`src/rtl/key_scan_if.sv`:
```
// Key/octave inputs and note/gate outputs between the keyboard scanner and its user.
interface key_scan_if;
    logic [11:0] keys_i;
    logic        octUp_i;
    logic        octDn_i;
    logic [7:0]  note_o;
    logic        enable_o;
    logic        noteChg_o;
    logic [2:0]  octave_o;

    modport master (
        output keys_i, octUp_i, octDn_i,
        input  note_o, enable_o, noteChg_o, octave_o
    );

    modport slave (
        input  keys_i, octUp_i, octDn_i,
        output note_o, enable_o, noteChg_o, octave_o
    );
endinterface

```
`src/rtl/key_scan.sv`:
```
// Debounced 12-key keyboard with octave buttons, producing a lowest-key-priority MIDI note and gate.
module key_scan #(
    parameter int DEB_DIV   = 10000,
    parameter int DEB_LEN   = 4,
    parameter int BASE_NOTE = 24,
    parameter int OCT_MAX   = 6,
    parameter int OCT_RESET = 3
) (
    input logic       clk_i,
    input logic       rst_i,
    key_scan_if.slave bus
);
    localparam int NIN   = 14;
    localparam int DIV_W = (DEB_DIV > 1) ? $clog2(DEB_DIV) : 1;
    localparam logic [DIV_W-1:0] DIV_LAST   = DIV_W'(DEB_DIV - 1);
    localparam logic [3:0]       RUN_LEN    = 4'(DEB_LEN);
    localparam logic [2:0]       OCT_TOP    = 3'(OCT_MAX);
    localparam logic [2:0]       OCT_INIT   = 3'(OCT_RESET);
    localparam logic [7:0]       NOTE_BASE  = 8'(BASE_NOTE);
    localparam logic [7:0]       NOTE_RESET = 8'(BASE_NOTE + 12 * OCT_RESET);

    if (BASE_NOTE + 12 * OCT_MAX + 11 > 127) begin : g_note_range_check
        $error("key_scan: BASE_NOTE + 12*OCT_MAX + 11 exceeds 127");
    end
    if (OCT_RESET > OCT_MAX || OCT_MAX > 7 || OCT_RESET < 0) begin : g_octave_check
        $error("key_scan: OCT_RESET must lie in 0..OCT_MAX and OCT_MAX <= 7");
    end
    if (DEB_LEN < 2 || DEB_LEN > 15) begin : g_deb_len_check
        $error("key_scan: DEB_LEN outside 2..15");
    end
    if (DEB_DIV < 2 || DEB_DIV > (1 << 20)) begin : g_deb_div_check
        $error("key_scan: DEB_DIV outside 2..2^20");
    end

    // Bit layout: [11:0] keys, [12] octave up, [13] octave down.
    logic [NIN-1:0]   raw_in;
    logic [NIN-1:0]   sync1_reg, sync2_reg;
    logic [DIV_W-1:0] div_cnt_reg;
    logic             tick;
    logic [NIN-1:0]   deb_reg, deb_next;
    logic [3:0]       run_reg  [NIN];
    logic [3:0]       run_next [NIN];
    logic [1:0]       btn_prev_reg;
    logic [2:0]       octave_reg, octave_next;
    logic [7:0]       note_reg;
    logic             enable_reg, note_chg_reg;
    logic [3:0]       sel_idx;
    logic             any_key;
    logic             up_rise, dn_rise;
    logic [7:0]       note_calc;

    assign raw_in = {bus.octDn_i, bus.octUp_i, bus.keys_i};

    always_ff @(posedge clk_i) begin
        if (rst_i) begin
            sync1_reg   <= '0;
            sync2_reg   <= '0;
            div_cnt_reg <= '0;
        end else begin
            sync1_reg   <= raw_in;
            sync2_reg   <= sync1_reg;
            div_cnt_reg <= (div_cnt_reg == DIV_LAST) ? '0 : div_cnt_reg + DIV_W'(1);
        end
    end

    assign tick = (div_cnt_reg == DIV_LAST);

    // A level flips only after RUN_LEN consecutive ticks that disagree with it.
    for (genvar gi = 0; gi < NIN; gi++) begin : g_deb
        logic       differ;
        logic [3:0] run_inc;
        logic       run_done;

        assign differ   = sync2_reg[gi] ^ deb_reg[gi];
        assign run_inc  = run_reg[gi] + 4'd1;
        assign run_done = (run_inc == RUN_LEN);

        assign run_next[gi] = !tick   ? run_reg[gi] :
                              !differ ? 4'd0 :
                              run_done ? 4'd0 : run_inc;
        assign deb_next[gi] = (tick && differ && run_done) ? ~deb_reg[gi] : deb_reg[gi];
    end

    always_ff @(posedge clk_i) begin
        if (rst_i) begin
            deb_reg <= '0;
            for (int i = 0; i < NIN; i++) run_reg[i] <= 4'd0;
        end else begin
            deb_reg <= deb_next;
            for (int i = 0; i < NIN; i++) run_reg[i] <= run_next[i];
        end
    end

    // Descending scan so the lowest pressed key is the last, winning assignment.
    always_comb begin
        sel_idx = 4'd0;
        for (int i = 11; i >= 0; i--) begin
            if (deb_reg[i]) sel_idx = 4'(i);
        end
    end

    assign any_key = |deb_reg[11:0];
    assign up_rise = deb_reg[12] & ~btn_prev_reg[0];
    assign dn_rise = deb_reg[13] & ~btn_prev_reg[1];

    always_comb begin
        octave_next = octave_reg;
        if (up_rise && !dn_rise && octave_reg != OCT_TOP) begin
            octave_next = octave_reg + 3'd1;
        end else if (dn_rise && !up_rise && octave_reg != 3'd0) begin
            octave_next = octave_reg - 3'd1;
        end
    end

    // Uses the next octave so an octave step and its note change land in the same cycle.
    assign note_calc = NOTE_BASE + 8'(octave_next) * 8'd12 + {4'b0000, sel_idx};

    always_ff @(posedge clk_i) begin
        if (rst_i) begin
            btn_prev_reg <= 2'b00;
            octave_reg   <= OCT_INIT;
            note_reg     <= NOTE_RESET;
            enable_reg   <= 1'b0;
            note_chg_reg <= 1'b0;
        end else begin
            btn_prev_reg <= deb_reg[13:12];
            octave_reg   <= octave_next;
            enable_reg   <= any_key;
            note_chg_reg <= any_key && (!enable_reg || note_calc != note_reg);
            if (any_key) note_reg <= note_calc;
        end
    end

    assign bus.note_o    = note_reg;
    assign bus.enable_o  = enable_reg;
    assign bus.noteChg_o = note_chg_reg;
    assign bus.octave_o  = octave_reg;
endmodule

```
`src/flat_wrapper.sv`:
```
// flat-port wrapper written by rule: the top's interface ports become plain ports
module key_scan_flat 
#(
    parameter int DEB_DIV   = 10000,
    parameter int DEB_LEN   = 4,
    parameter int BASE_NOTE = 24,
    parameter int OCT_MAX   = 6,
    parameter int OCT_RESET = 3
)
  (clk_i, rst_i, bus_keys_i, bus_octUp_i, bus_octDn_i, bus_note_o, bus_enable_o, bus_noteChg_o, bus_octave_o);
  key_scan_if bus_i ();
  input logic clk_i;
  input logic rst_i;
  input wire logic [$bits(bus_i.keys_i)-1:0] bus_keys_i;
  input wire logic [$bits(bus_i.octUp_i)-1:0] bus_octUp_i;
  input wire logic [$bits(bus_i.octDn_i)-1:0] bus_octDn_i;
  output wire logic [$bits(bus_i.note_o)-1:0] bus_note_o;
  output wire logic [$bits(bus_i.enable_o)-1:0] bus_enable_o;
  output wire logic [$bits(bus_i.noteChg_o)-1:0] bus_noteChg_o;
  output wire logic [$bits(bus_i.octave_o)-1:0] bus_octave_o;
  assign bus_i.keys_i = bus_keys_i;
  assign bus_i.octUp_i = bus_octUp_i;
  assign bus_i.octDn_i = bus_octDn_i;
  assign bus_note_o = bus_i.note_o;
  assign bus_enable_o = bus_i.enable_o;
  assign bus_noteChg_o = bus_i.noteChg_o;
  assign bus_octave_o = bus_i.octave_o;
  key_scan #(.DEB_DIV(DEB_DIV), .DEB_LEN(DEB_LEN), .BASE_NOTE(BASE_NOTE), .OCT_MAX(OCT_MAX), .OCT_RESET(OCT_RESET)) u_core (.clk_i(clk_i), .rst_i(rst_i), .bus(bus_i));
endmodule
```
`config.mk`:
```
export PLATFORM = sky130hd
export DESIGN_NAME = key_scan_flat
export DESIGN_NICKNAME = d
export VERILOG_FILES = /design/src/rtl/key_scan_if.sv /design/src/rtl/key_scan.sv /design/src/flat_wrapper.sv
export SDC_FILE = /design/constraint.sdc
export NUM_CORES = 1
export LEC_CHECK = 0
export BUFFER_PORTS_ARGS = -buffer_cell sky130_fd_sc_hd__buf_2
export CAP_MARGIN = 20
export CORE_MARGIN = 4
export CORE_UTILIZATION = 54
export CTS_BUF_LIST = sky130_fd_sc_hd__clkbuf_2
export CTS_CLUSTER_SIZE = 40
export DETAILED_ROUTE_END_ITERATION = 12
export GPL_TIMING_DRIVEN = 0
export PLACE_DENSITY = 0.7
export SLEW_MARGIN = 20
export SYNTH_ARGS = -nofsm -noshare
export SYNTH_HDL_FRONTEND = slang
export SYNTH_SLANG_ARGS = --single-unit
```
`constraint.sdc`:
```
create_clock -name clk_i -period 4.5 [get_ports clk_i]
set_clock_uncertainty 0.1 [all_clocks]
set_input_delay 0.45 -clock clk_i [delete_from_list [all_inputs] [get_ports clk_i]]
set_output_delay 0.45 -clock clk_i [all_outputs]
set_load 0.02 [all_outputs]
```
### Word-level counts from Yosys, hierarchy flattened

Memory sizes are Yosys's and may differ from the RTL's.
Index checks and enable logic that the tools add are counted.

* add/sub/neg operators: 19
* multipliers: 1
* equality and inequality tests: 17
* muxes and demuxes: 73
* bitwise gates (word level): 46
* reductions and logical operators: 40

Operator list (number)
* $mux W4: 68
* $add A4 B1 Y4 const B: 14
* $eq A4 B3 Y1 const B: 14
* $logic_and A1 B1 Y1: 33
* $not A1 Y1: 16
* $add A14 B1 Y14 const B: 1
* $eq A14 B14 Y1 const B: 1
* $or A1 B1 Y1: 14
* $xor A1 B1 Y1: 14
* $reduce_or A12 Y1: 1
* $add A5 B7 Y8 const A: 1
* $add A8 B4 Y8: 1
* $ne A8 B8 Y1: 1
* $mux W3: 2
* $mul A3 B2 Y5 const B: 1
* $add A3 B1 Y3 const B: 1
* $logic_not A1 Y1: 3
* $mux W1: 3
* $ne A3 B3 Y1 const B: 1
* $reduce_bool A3 Y1: 1
* $sub A3 B1 Y3 const B: 1
* $and A1 B1 Y1: 2
* $reduce_or A2 Y1: 1
* $logic_or A1 B1 Y1: 1

* flip-flop bits (word level): 71
* bits in writable memories: 56
* output and inout port bits: 13
* logic and storage cells: 219
* memories: 1

Memory list
* u_core.run_reg: words 14, width 4, read ports 14, clocked after Yosys merged registers in 0, write ports 14, line key_scan.sv:41 `logic [3:0] run_reg [NIN];`

### Depth between registers and ports, before layout

Gate-level depths: netlist (run 1).

* word-level depth: 16
* gate-level depth with buffers: 19

### Worst setup path before layout (run 1)

No wires, ideal clock.

* path kind: register to register
* start point: reg u_core.octave_reg[0], in the netlist u_core.bus.octave_o[0]
* end point: reg u_core.note_chg_reg, in the netlist u_core.bus.noteChg_o
* setup time: 0.142 ns
* data arrival time: 3.716 ns
* required time: 4.258 ns
* slack: 0.541 ns
* cell stages (with the launch flop): 17
* buffers on the path: 0
* cell sequence: dfxtp_1 > inv_1 > ha_1 > nor2b_1 > or3_1 > nand2_1 > a31o_2 > inv_1 > ha_1 > inv_1 > fa_1 > fa_1 > xor2_1 > xnor2_1 > o311ai_0 > a2111oi_0 > a41oi_1

* cells in the longest elaborated chain, start to end: 10
* elaborated cells on any way between the ends: 14
* classes of those cells: add/sub (4); mul (1); eq/ne (2); mux (2); reduce/logical (5)

Ends and longest elaborated chain
* start: declaration: line key_scan.sv:44 `logic [2:0] octave_reg, octave_next;`
* start signal: assignment: line key_scan.sv:127 `octave_reg <= octave_next;`
* parallel branches: the longest is 3 deep, another holds $sub A3 B1 Y3
* $mux W3 (*): line key_scan.sv:108 `if (up_rise && !dn_rise && octave_reg != OCT_TOP) begin`
* named net u_core.octave_next[1]: line key_scan.sv:44
* $mul A3 B2 Y5 (*): line key_scan.sv:116 `assign note_calc = NOTE_BASE + 8'(octave_next) * 8'd12 + {4'b0000, sel_idx};`
* $add A5 B7 Y8 (*): line key_scan.sv:116
* $add A8 B4 Y8 (*): line key_scan.sv:116
* $ne A8 B8 Y1 (*): line key_scan.sv:129 `note_chg_reg <= any_key && (!enable_reg || note_calc != note_reg);`
* $logic_or A1 B1 Y1 (*): line key_scan.sv:129
* $logic_and A1 B1 Y1 (*): line key_scan.sv:129
* end signal: assignment: line key_scan.sv:129
* end: declaration: line key_scan.sv:46 `logic enable_reg, note_chg_reg;`

Mark *: on every way through the listed nets, which the timed path passes.
A chain may end at the register's enable or synchronous reset.

### Worst setup path after layout (run 1)

Ends and elaborated chain as after synthesis.

==> impl_metrics.env, run 1 <==
export IMPL_status="finished, final reports clean"
export IMPL_syn_avg_cell_area_um2=8.56
export IMPL_switchingPower_mw=0.461
export IMPL_finalSetupTns_ns=0
export IMPL_synthFlopType="dfxtp_1"
export IMPL_final_util_pct=62.3
export IMPL_synth_top_area_share_pct=43.8
export IMPL_path_delay_family="adder cells"
export IMPL_min_delay_start="rst_i"
export IMPL_cp_num_buf_inv=3
export IMPL_fill_cells=934
export IMPL_critPathKind="flop to flop"
export IMPL_cp_end_kind="flop"
export IMPL_ir_worst_vdd_mv=0.220
export IMPL_dieArea_um2=12500
export IMPL_antenna_found_initial=0
export IMPL_post_cts_setup_buffers=0
export IMPL_hold_violations=0
export IMPL_cts_buffers=17
export IMPL_num_vias=5038
export IMPL_insertion_delay_ns=0.68
export IMPL_wire_per_inst_um=15.7
export IMPL_drt_wl_total_um=14000
export IMPL_fp_dieW_um=112
export IMPL_combinationalPowerShare_pct=3.7
export IMPL_track_usage_pct=23.4
export IMPL_ys_types=39
export IMPL_start_util_pct=55.8
export IMPL_grt_pass1_vias=4943
export IMPL_p_leak_nw=2.40
export IMPL_cts_buffer_depth=2
export IMPL_fin_nets=786
export IMPL_htreeDepth=4
export IMPL_worstSetupStartpointType="flop"
export IMPL_critPathRequiredTime_ns=4.96
export IMPL_cts_sink_count=127
export IMPL_slowest_stage="fa_1"
export IMPL_area_growth_pct=11.7
export IMPL_rows=37
export IMPL_synthesis_nets=725
export IMPL_clockRootBuffer="clkbuf_2"
export IMPL_via_per_inst=5.67
export IMPL_synthesis_area_um2=5810
export IMPL_yosysTopAreaCell="dfxtp_1"
export IMPL_rsz0062_at_grt="false"
export IMPL_fmax_ghz=0.238
export IMPL_cts_tree="built"
export IMPL_fin_crit_ns=4.21
export IMPL_worst_path_most_repeated_cell="inv_1"
export IMPL_syn_inst=679
export IMPL_grt_pass1_wl_um=23600
export IMPL_fin_ws_ns=0.294
export IMPL_design_portCount=29
export IMPL_drive_gt1_share_pct=9.03
export IMPL_power_density_nw_per_um2=288
export IMPL_sequentialPowerShare_pct=61.3
export IMPL_largest_register_ffs=56
export IMPL_max_slew_margin_pct=34.0
export IMPL_layout_commonest_cell="dfxtp_1"
export IMPL_antennaDiodeCount=0
export IMPL_post_route_period_util_pct=93.5
export IMPL_synth_edf_count=0
export IMPL_cp_arrival_ns=4.66
export IMPL_first_iter_violations=363
export IMPL_synth_area_top_cells="dfxtp_1, a21oi_1, ha_1"
export IMPL_grt_max_degree=17
export IMPL_dp_hpwl_um=9670
export IMPL_fp_dieH_um=112
export IMPL_finalSetupViolCount=0
export IMPL_crit_fanout=5
export IMPL_post_place_ws_ns=0.274
export IMPL_internal_power_mw=1.41
export IMPL_ys_ff_latch=127
export IMPL_startpoint="u_core.bus.octave_o[0]"
export IMPL_clkTransAtPathRegs_ns=0.17
export IMPL_drv_slew=0
export IMPL_seq_area_frac_synth_pct=43.8
export IMPL_place_congestion=0.806
export IMPL_synth_warning_count=0
export IMPL_drc=0
export IMPL_core_um2=10400
export IMPL_ant_nets=0
export IMPL_worstHoldPathType="primary input to flop"
export IMPL_final_cell_mix="dfxtp_1, a21oi_1, nor2_1"
export IMPL_ys_async_sr_fraction_pct=0
export IMPL_r2r_start="u_core.bus.octave_o[0]"
export IMPL_crit_chain="inv_1 > ha_1 > nor2b_1 > or3_1 > nand2_1 > a31o_4 > inv_1 > ha_1 > inv_1 > fa_1 > fa_1 > xor2_2 > xnor2_1 > o311ai_0 > a2111oi_0 > a41oi_1"
export IMPL_clockPowerShare_pct=35.0
export IMPL_swShare_pct=24.6
export IMPL_worstMarginPinSlew_ns=0.981
export IMPL_cpPeakStageDelay_ns=0.50
export IMPL_drt_pass1_iter_count=5
export IMPL_gr_total_overflow=0
export IMPL_port_buffers=28
export IMPL_drv_cap=0
[per-layer routing]
layer  part of all wire [%]  GRT usage [%]  up-vias  wire length, µm
met3                    5.8           6.20       29              812
met1                     43           29.1     2375             5960
met2                     49           39.0      133             6890
met4                    2.1           8.84        0              294
li1                       -              -     2501                -
met5                      0              0        -                0
[worst register-to-register path, delay by kind of cell (launching register included)]
family,cells,cell delay [ns]
simple gates,3,0.61
compound gates,4,0.92
flops,1,0.39
xor+xnor,2,0.38
fa+ha+maj,4,1.41
buf+inv,3,0.29
[worst paths after layout]
path / endpoint / slack, ns / depth (start not counted)
setup reg to reg: u_core.bus.noteChg_o / 0.29 / 16
setup / recovery: u_core.bus.noteChg_o / 0.29 / 16
hold / removal: u_core.div_cnt_reg[4] / 0.10 / 3
hold reg to reg: u_core.sync2_reg[13] / 0.35 / 1
[power groups by stage]
stage | logic, mW | registers [mW] | clock network [mW]
after global routing | 0.0762 | 1.15 | 0.718
final | 0.0692 | 1.15 | 0.655
after global placement | 0.0572 | 1.17 | 0
after floorplan | 0.0375 | 1.17 | 0
after CTS | 0.0686 | 1.15 | 0.666
after detailed placement | 0.0594 | 1.17 | 0
[area by class of cell]
type | instances | area (µm²) | share of cell area, %
clock buffer | 17 | 85.1 | 1.31
tap | 136 | 170 | 2.62
timing repair buffer | 42 | 280 | 4.32
clock inverter | 15 | 128 | 1.97
inverter | 17 | 63.8 | 0.983
buffer | 31 | 129 | 1.99
multi-input combinational | 504 | 3090 | 47.6
sequential | 127 | 2540 | 39.2
[cell families after synthesis]
| group | after synthesis | synth area share, % |
|---|---|---|
| and+or+nand+nor | 302 | 27.8 |
| AOI/OAI and AO/OA | 134 | 12.5 |
| DFF | 127 | 43.8 |
| buffers and inverters | 48 | 3.32 |
| xor gates and xnor gates | 38 | 5.73 |
| adders and majority gates | 30 | 6.85 |
[cell usage after synthesis, types with 2 or more instances]
| library cell | count |
|---|---|
| o311ai_0 | 2 |
| a21oi_1 | 76 |
| a211oi_1 | 2 |
| nor3b_1 | 14 |
| nand4_1 | 4 |
| or4_1 | 13 |
| a31oi_1 | 13 |
| nor3_1 | 14 |
| fa_1 | 3 |
| nor2_1 | 68 |
| ha_1 | 27 |
| nand2b_1 | 5 |
| o21bai_1 | 5 |
| buf_2 | 4 |
| clkbuf_1 | 26 |
| inv_1 | 17 |
| xnor2_1 | 26 |
| nand2_1 | 57 |
| nand3_1 | 33 |
| or3_1 | 3 |
| o21ai_0 | 31 |
| nor4_1 | 15 |
| nand3b_1 | 26 |
| nor2b_1 | 40 |
| nand4b_1 | 4 |
| xor2_1 | 12 |
| dfxtp_1 | 127 |
[stage by stage]
step	power, mW	cell area, µm²	instances	hold slack (ns)
after floorplan	1.21	5810	679	0.314
after global placement	1.23	6120	843	0.318
after detailed placement	1.23	6120	843	0.320
after CTS	1.88	6470	889	0.0526
after global routing	1.94	6490	889	0.0698
final	1.87	6490	889	0.104
[what timing repair did]
item                       CTS  global route
resized for setup            0             3
hold endpoints to repair    14             0
setup endpoints to repair    0             1
hold buffers                14             0
No activity file was read; power rests on OpenSTA's default activity.
==> run 2: changes to the inputs <==
RECOVER_POWER = 100   (was not set)
clock period = 5.2 ns   (was 4.5 ns; I/O delays follow)
==> impl_metrics.env, run 2 (synthesized netlist as in run 1, its figures left out) <==
export IMPL_status="complete, but fails checks"
export IMPL_violations="capacitance limit, slew limit"
export IMPL_cts_tree="built"
export IMPL_dp_hpwl_um=9670
export IMPL_drv_slew=8
export IMPL_largest_register_ffs=56
export IMPL_final_cell_mix="dfxtp_1, a21oi_1, nor2_1"
export IMPL_final_util_pct=61.7
export IMPL_via_per_inst=5.67
export IMPL_max_slew_margin_pct=-12.7
export IMPL_ir_worst_vdd_mv=0.193
export IMPL_finalInstanceArea_um2=6430
export IMPL_cp_arrival_ns=4.80
export IMPL_drt_pass1_iter_count=5
export IMPL_area_growth_pct=10.7
export IMPL_wire_per_inst_um=15.8
export IMPL_htreeDepth=4
export IMPL_fin_ws_ns=0.862
export IMPL_critPathRequiredTime_ns=5.66
export IMPL_place_congestion=0.806
export IMPL_fin_crit_ns=4.34
export IMPL_finalSetupTns_ns=0
export IMPL_combinationalPowerShare_pct=3.7
export IMPL_clkTransAtPathRegs_ns=0.17
export IMPL_whs_ns=0.246
export IMPL_swShare_pct=24.8
export IMPL_first_iter_violations=397
export IMPL_power_mw=1.62
export IMPL_antenna_found_initial=0
export IMPL_dieArea_um2=12500
export IMPL_grtUsageMet3_pct=6.20
export IMPL_clockRootBuffer="clkbuf_2"
export IMPL_internal_power_mw=1.22
export IMPL_fp_dieW_um=112
export IMPL_ant_nets=0
export IMPL_power_density_nw_per_um2=252
export IMPL_fin_nets=786
export IMPL_start_util_pct=55.8
export IMPL_rows=37
export IMPL_post_route_period_util_pct=83.4
export IMPL_cts_buffers=17
export IMPL_insertion_delay_ns=0.69
export IMPL_p_leak_nw=2.34
export IMPL_worstHoldPathType="primary input to flop"
export IMPL_multi_input_area_um2=3060
export IMPL_critPathKind="flop to flop"
export IMPL_dp_cells=843
export IMPL_num_vias=5038
export IMPL_grt_pass1_vias=4943
export IMPL_antennaDiodeCount=0
export IMPL_design_portCount=29
export IMPL_met1_usage_pct=29.1
export IMPL_drc=0
export IMPL_clockPowerShare_pct=35.1
export IMPL_fmax_ghz=0.231
export IMPL_busiest_layer="met2"
export IMPL_use_met2_pct=39.0
export IMPL_rsz0062_at_grt="false"
export IMPL_stdcell_count=889
export IMPL_worstMarginPinSlew_ns=1.68
export IMPL_hold_violations=0
export IMPL_seqCellArea_um2=2540
export IMPL_switchingPower_mw=0.402
export IMPL_core_um2=10400
export IMPL_drt_wl_total_um=14000
export IMPL_port_buffers=28
export IMPL_crit_fanout=6
export IMPL_worstSetupStartpointType="flop"
export IMPL_cp_end_kind="flop"
export IMPL_drive_gt1_share_pct=5.71
export IMPL_drv_cap=1
export IMPL_post_place_ws_ns=0.974
export IMPL_track_usage_pct=23.4
export IMPL_finalSetupViolCount=0
export IMPL_grt_pass1_wl_um=23600
export IMPL_cts_buffer_depth=2
export IMPL_sequentialPowerShare_pct=61.2
export IMPL_layout_commonest_cell="dfxtp_1"
export IMPL_placed_cell_area_um2=6120
export IMPL_gr_total_overflow=0
export IMPL_grt_max_degree=17
export IMPL_cts_sink_count=127
export IMPL_fill_cells=952
export IMPL_fp_dieH_um=112
[run 2: path summary, 6_finish.rpt]
path	slack (ns)	endpoint	start	cells past startpoint
worst max register to register	0.86	u_core.bus.noteChg_o	u_core.bus.octave_o[1]	16
worst max-delay path	0.86	u_core.bus.noteChg_o	u_core.bus.octave_o[1]	16
worst min register to register	0.36	u_core.sync2_reg[5]	u_core.sync1_reg[5]	1
worst min-delay path	0.25	u_core.div_cnt_reg[4]	rst_i	3
[run 2: power groups by stage]
stage               sequential (mW)  clock (mW)  combinational [mW]
floorplan                      1.01           0              0.0324
global placement               1.01           0              0.0495
detailed placement             1.01           0              0.0514
CTS                           0.992       0.576              0.0594
global route                  0.995       0.621              0.0657
finish                        0.992       0.570              0.0596
[run 2: per-layer routing]
layer | wire, µm | part of all wire, %
met5 | 0 | 0
met4 | 281 | 2.0
met3 | 735 | 5.2
met2 | 6940 | 50
met1 | 6060 | 43
[run 2: what timing repair did]
| action | in CTS | in global routing |
|---|---|---|
| resized for setup | 0 | 0 |
| setup buffers | 0 | 0 |
| endpoints found under the hold margin | 14 | 0 |
| hold buffers | 14 | 0 |
[run 2: area by class of cell]
class                   instances  share of cell area, %
multi-input cells             504                   47.6
plain buffers                  31                   1.81
repair buffers                 42                   4.09
flip-flops and latches        127                   39.5
clock inverters                15                   1.99
clock buffers                  17                   1.32
well taps                     136                   2.65
inverters                      17                  0.993
[run 2: worst max-delay path: stages, from the launching register on]
cell       delay [ns]
dfxtp_1          0.45
inv_1            0.09
ha_1             0.18
nor2b_1          0.14
or3_1            0.36
nand2_1          0.09
a31o_1           0.29
inv_1            0.10
ha_1             0.22
inv_1            0.11
fa_1             0.49
fa_1             0.48
xor2_1           0.26
xnor2_1          0.18
o311ai_0         0.16
a2111oi_0        0.36
a41oi_1          0.16
==> run 3: changes to the inputs <==
clock period = 4.3 ns   (was 5.2 ns; I/O delays follow)
==> impl_metrics.env, run 3 (synthesized netlist as in run 1, its figures left out) <==
export IMPL_status="complete, but fails checks"
export IMPL_violations="capacitance limit, slew limit"
export IMPL_whs_ns=0.164
export IMPL_layout_commonest_cell="dfxtp_1"
export IMPL_hold_path_cell_count=3
export IMPL_cp_end_kind="flop"
export IMPL_drv_slew=8
export IMPL_wire_per_inst_um=15.7
export IMPL_fp_dieW_um=112
export IMPL_ir_worst_vdd_mv=0.231
export IMPL_internal_power_mw=1.48
export IMPL_worstHoldPathType="primary input to flop"
export IMPL_drv_cap=1
export IMPL_num_vias=5028
export IMPL_drt_pass1_iter_count=5
export IMPL_cpPeakStageDelay_ns=0.50
export IMPL_rsz0062_at_grt="false"
export IMPL_critPathKind="flop to flop"
export IMPL_track_usage_pct=23.4
export IMPL_r2r_start="u_core.bus.octave_o[0]"
export IMPL_post_route_period_util_pct=94.6
export IMPL_finalSetupTns_ns=0
export IMPL_drive_gt1_share_pct=6.91
export IMPL_place_congestion=0.806
export IMPL_start_util_pct=55.8
export IMPL_insertion_delay_ns=0.68
export IMPL_antenna_found_initial=0
export IMPL_design_portCount=29
export IMPL_combinationalPowerShare_pct=3.7
export IMPL_rows=37
export IMPL_dp_hpwl_um=9670
export IMPL_sequentialPowerShare_pct=61.3
export IMPL_fp_dieH_um=112
export IMPL_max_slew_margin_pct=-12.6
export IMPL_worstSetupStartpointType="flop"
export IMPL_ant_nets=0
export IMPL_via_per_inst=5.66
export IMPL_clockPowerShare_pct=35.0
export IMPL_gr_total_overflow=0
export IMPL_first_iter_violations=376
export IMPL_grt_pass1_wl_um=23600
export IMPL_p_leak_nw=2.35
export IMPL_worst_path_most_repeated_cell="inv_1"
export IMPL_area_growth_pct=11.3
export IMPL_finalSetupViolCount=0
export IMPL_rrSetupSlack_ns=0.23
export IMPL_fin_crit_ns=4.07
export IMPL_cp_arrival_ns=4.52
export IMPL_min_delay_start="rst_i"
export IMPL_reg2regPathDepth=16
export IMPL_fin_nets=786
export IMPL_drt_wl_total_um=14000
export IMPL_core_um2=10400
export IMPL_grt_max_degree=17
export IMPL_port_buffers=28
export IMPL_largest_register_ffs=56
export IMPL_grt_pass1_vias=4943
export IMPL_cts_tree="built"
export IMPL_cp_num_buf_inv=3
export IMPL_r2r_end="u_core.bus.noteChg_o"
export IMPL_worstMarginPinSlew_ns=1.67
export IMPL_fmax_ghz=0.246
export IMPL_swShare_pct=24.6
export IMPL_crit_fanout=5
export IMPL_critPathRequiredTime_ns=4.75
export IMPL_drc=0
export IMPL_htreeDepth=4
export IMPL_power_density_nw_per_um2=303
export IMPL_dieArea_um2=12500
export IMPL_final_cell_mix="dfxtp_1, a21oi_1, nor2_1"
export IMPL_cts_buffer_depth=2
export IMPL_post_cts_setup_buffers=0
export IMPL_cts_buffers=17
export IMPL_switchingPower_mw=0.482
export IMPL_path_delay_family="adder cells"
export IMPL_slowest_stage="fa_2"
export IMPL_crit_chain="inv_1 > ha_1 > nor2b_1 > or3_4 > nand2_1 > a31o_4 > inv_1 > ha_1 > inv_1 > fa_2 > fa_2 > xor2_2 > xnor2_1 > o311ai_1 > a2111oi_0 > a41oi_1"
export IMPL_antennaDiodeCount=0
export IMPL_cts_sink_count=127
export IMPL_hold_violations=0
export IMPL_clkTransAtPathRegs_ns=0.17
export IMPL_min_to="u_core.div_cnt_reg[4]"
export IMPL_clockRootBuffer="clkbuf_2"
run 3: cell count changes in the layout (fill, tap and decap cells not counted), moves of 2 or more:
cell	change
dfxtp_2	+2
fa_2	+2
dfxtp_1	-2
fa_1	-2
run 3: power groups by stage:
stage               clock (mW)  sequential, mW  combinational (mW)
floorplan                    0            1.22              0.0392
global placement             0            1.22              0.0599
detailed placement           0            1.22              0.0621
CTS                      0.697            1.20              0.0718
global route             0.751            1.20              0.0795
finish                   0.685            1.20              0.0718
run 3: how the worst max path moves through the flow:
stage	to	from	cells after the start
6_report	u_core.bus.noteChg_o	u_core.bus.octave_o[0]	16
3_5_place_dp	u_core.bus.noteChg_o	u_core.bus.octave_o[1]	16
3_3_place_gp	u_core.bus.noteChg_o	u_core.bus.octave_o[1]	16
2_1_floorplan	u_core.bus.noteChg_o	u_core.bus.octave_o[0]	16
4_1_cts	u_core.bus.noteChg_o	u_core.bus.octave_o[1]	16
5_1_grt	u_core.bus.noteChg_o	u_core.bus.octave_o[0]	19
run 3: metrics by stage:
step                      utilization [%]  cell area [µm²]  total power, mW  std cells  setup WS [ns]
final                                62.1             6460             1.96        889          0.231
after global routing                 62.1             6460             2.03        889      0.0000320
after global placement               58.8             6120             1.28        843          0.193
after CTS                            62.1             6470             1.97        889         0.0211
after floorplan                         -             5810             1.26        679          0.341
after detailed placement             58.8             6120             1.29        843         0.0737
run 3: layer usage:
metal	track usage, %	share of wire, %	vias to the layer above
li1	-	-	2507
met5	0	0	-
met2	39.0	49	120
met4	8.84	2.0	0
met3	6.20	5.4	27
met1	29.1	43	2374
run 3: cell type report:
class,count,area (µm²)
buffer,31,116
clock buffer,17,85.1
clock inverter,15,128
fill,946,3950
inverter,17,63.8
multi-input combinational,504,3090
sequential,127,2540
tap,136,170
timing repair buffer,42,264
run 3: worst register-to-register path: cells and delay by family, from the launching register on:
kind	cells	cell delay [ns]
AO/OA/AOI/OAI	4	0.88
buffers and inverters	3	0.28
XOR/XNOR	2	0.39
adder cells (fa/ha/maj)	4	1.35
AND/OR/NAND/NOR	3	0.58
flip-flops	1	0.38
run 3: timing repair:
| action | 4_1_cts | 5_1_grt |
|---|---|---|
| hold endpoints to repair | 14 | 0 |
| setup endpoints to repair | 0 | 1 |
| resized for setup | 0 | 9 |
| hold buffers | 14 | 0 |
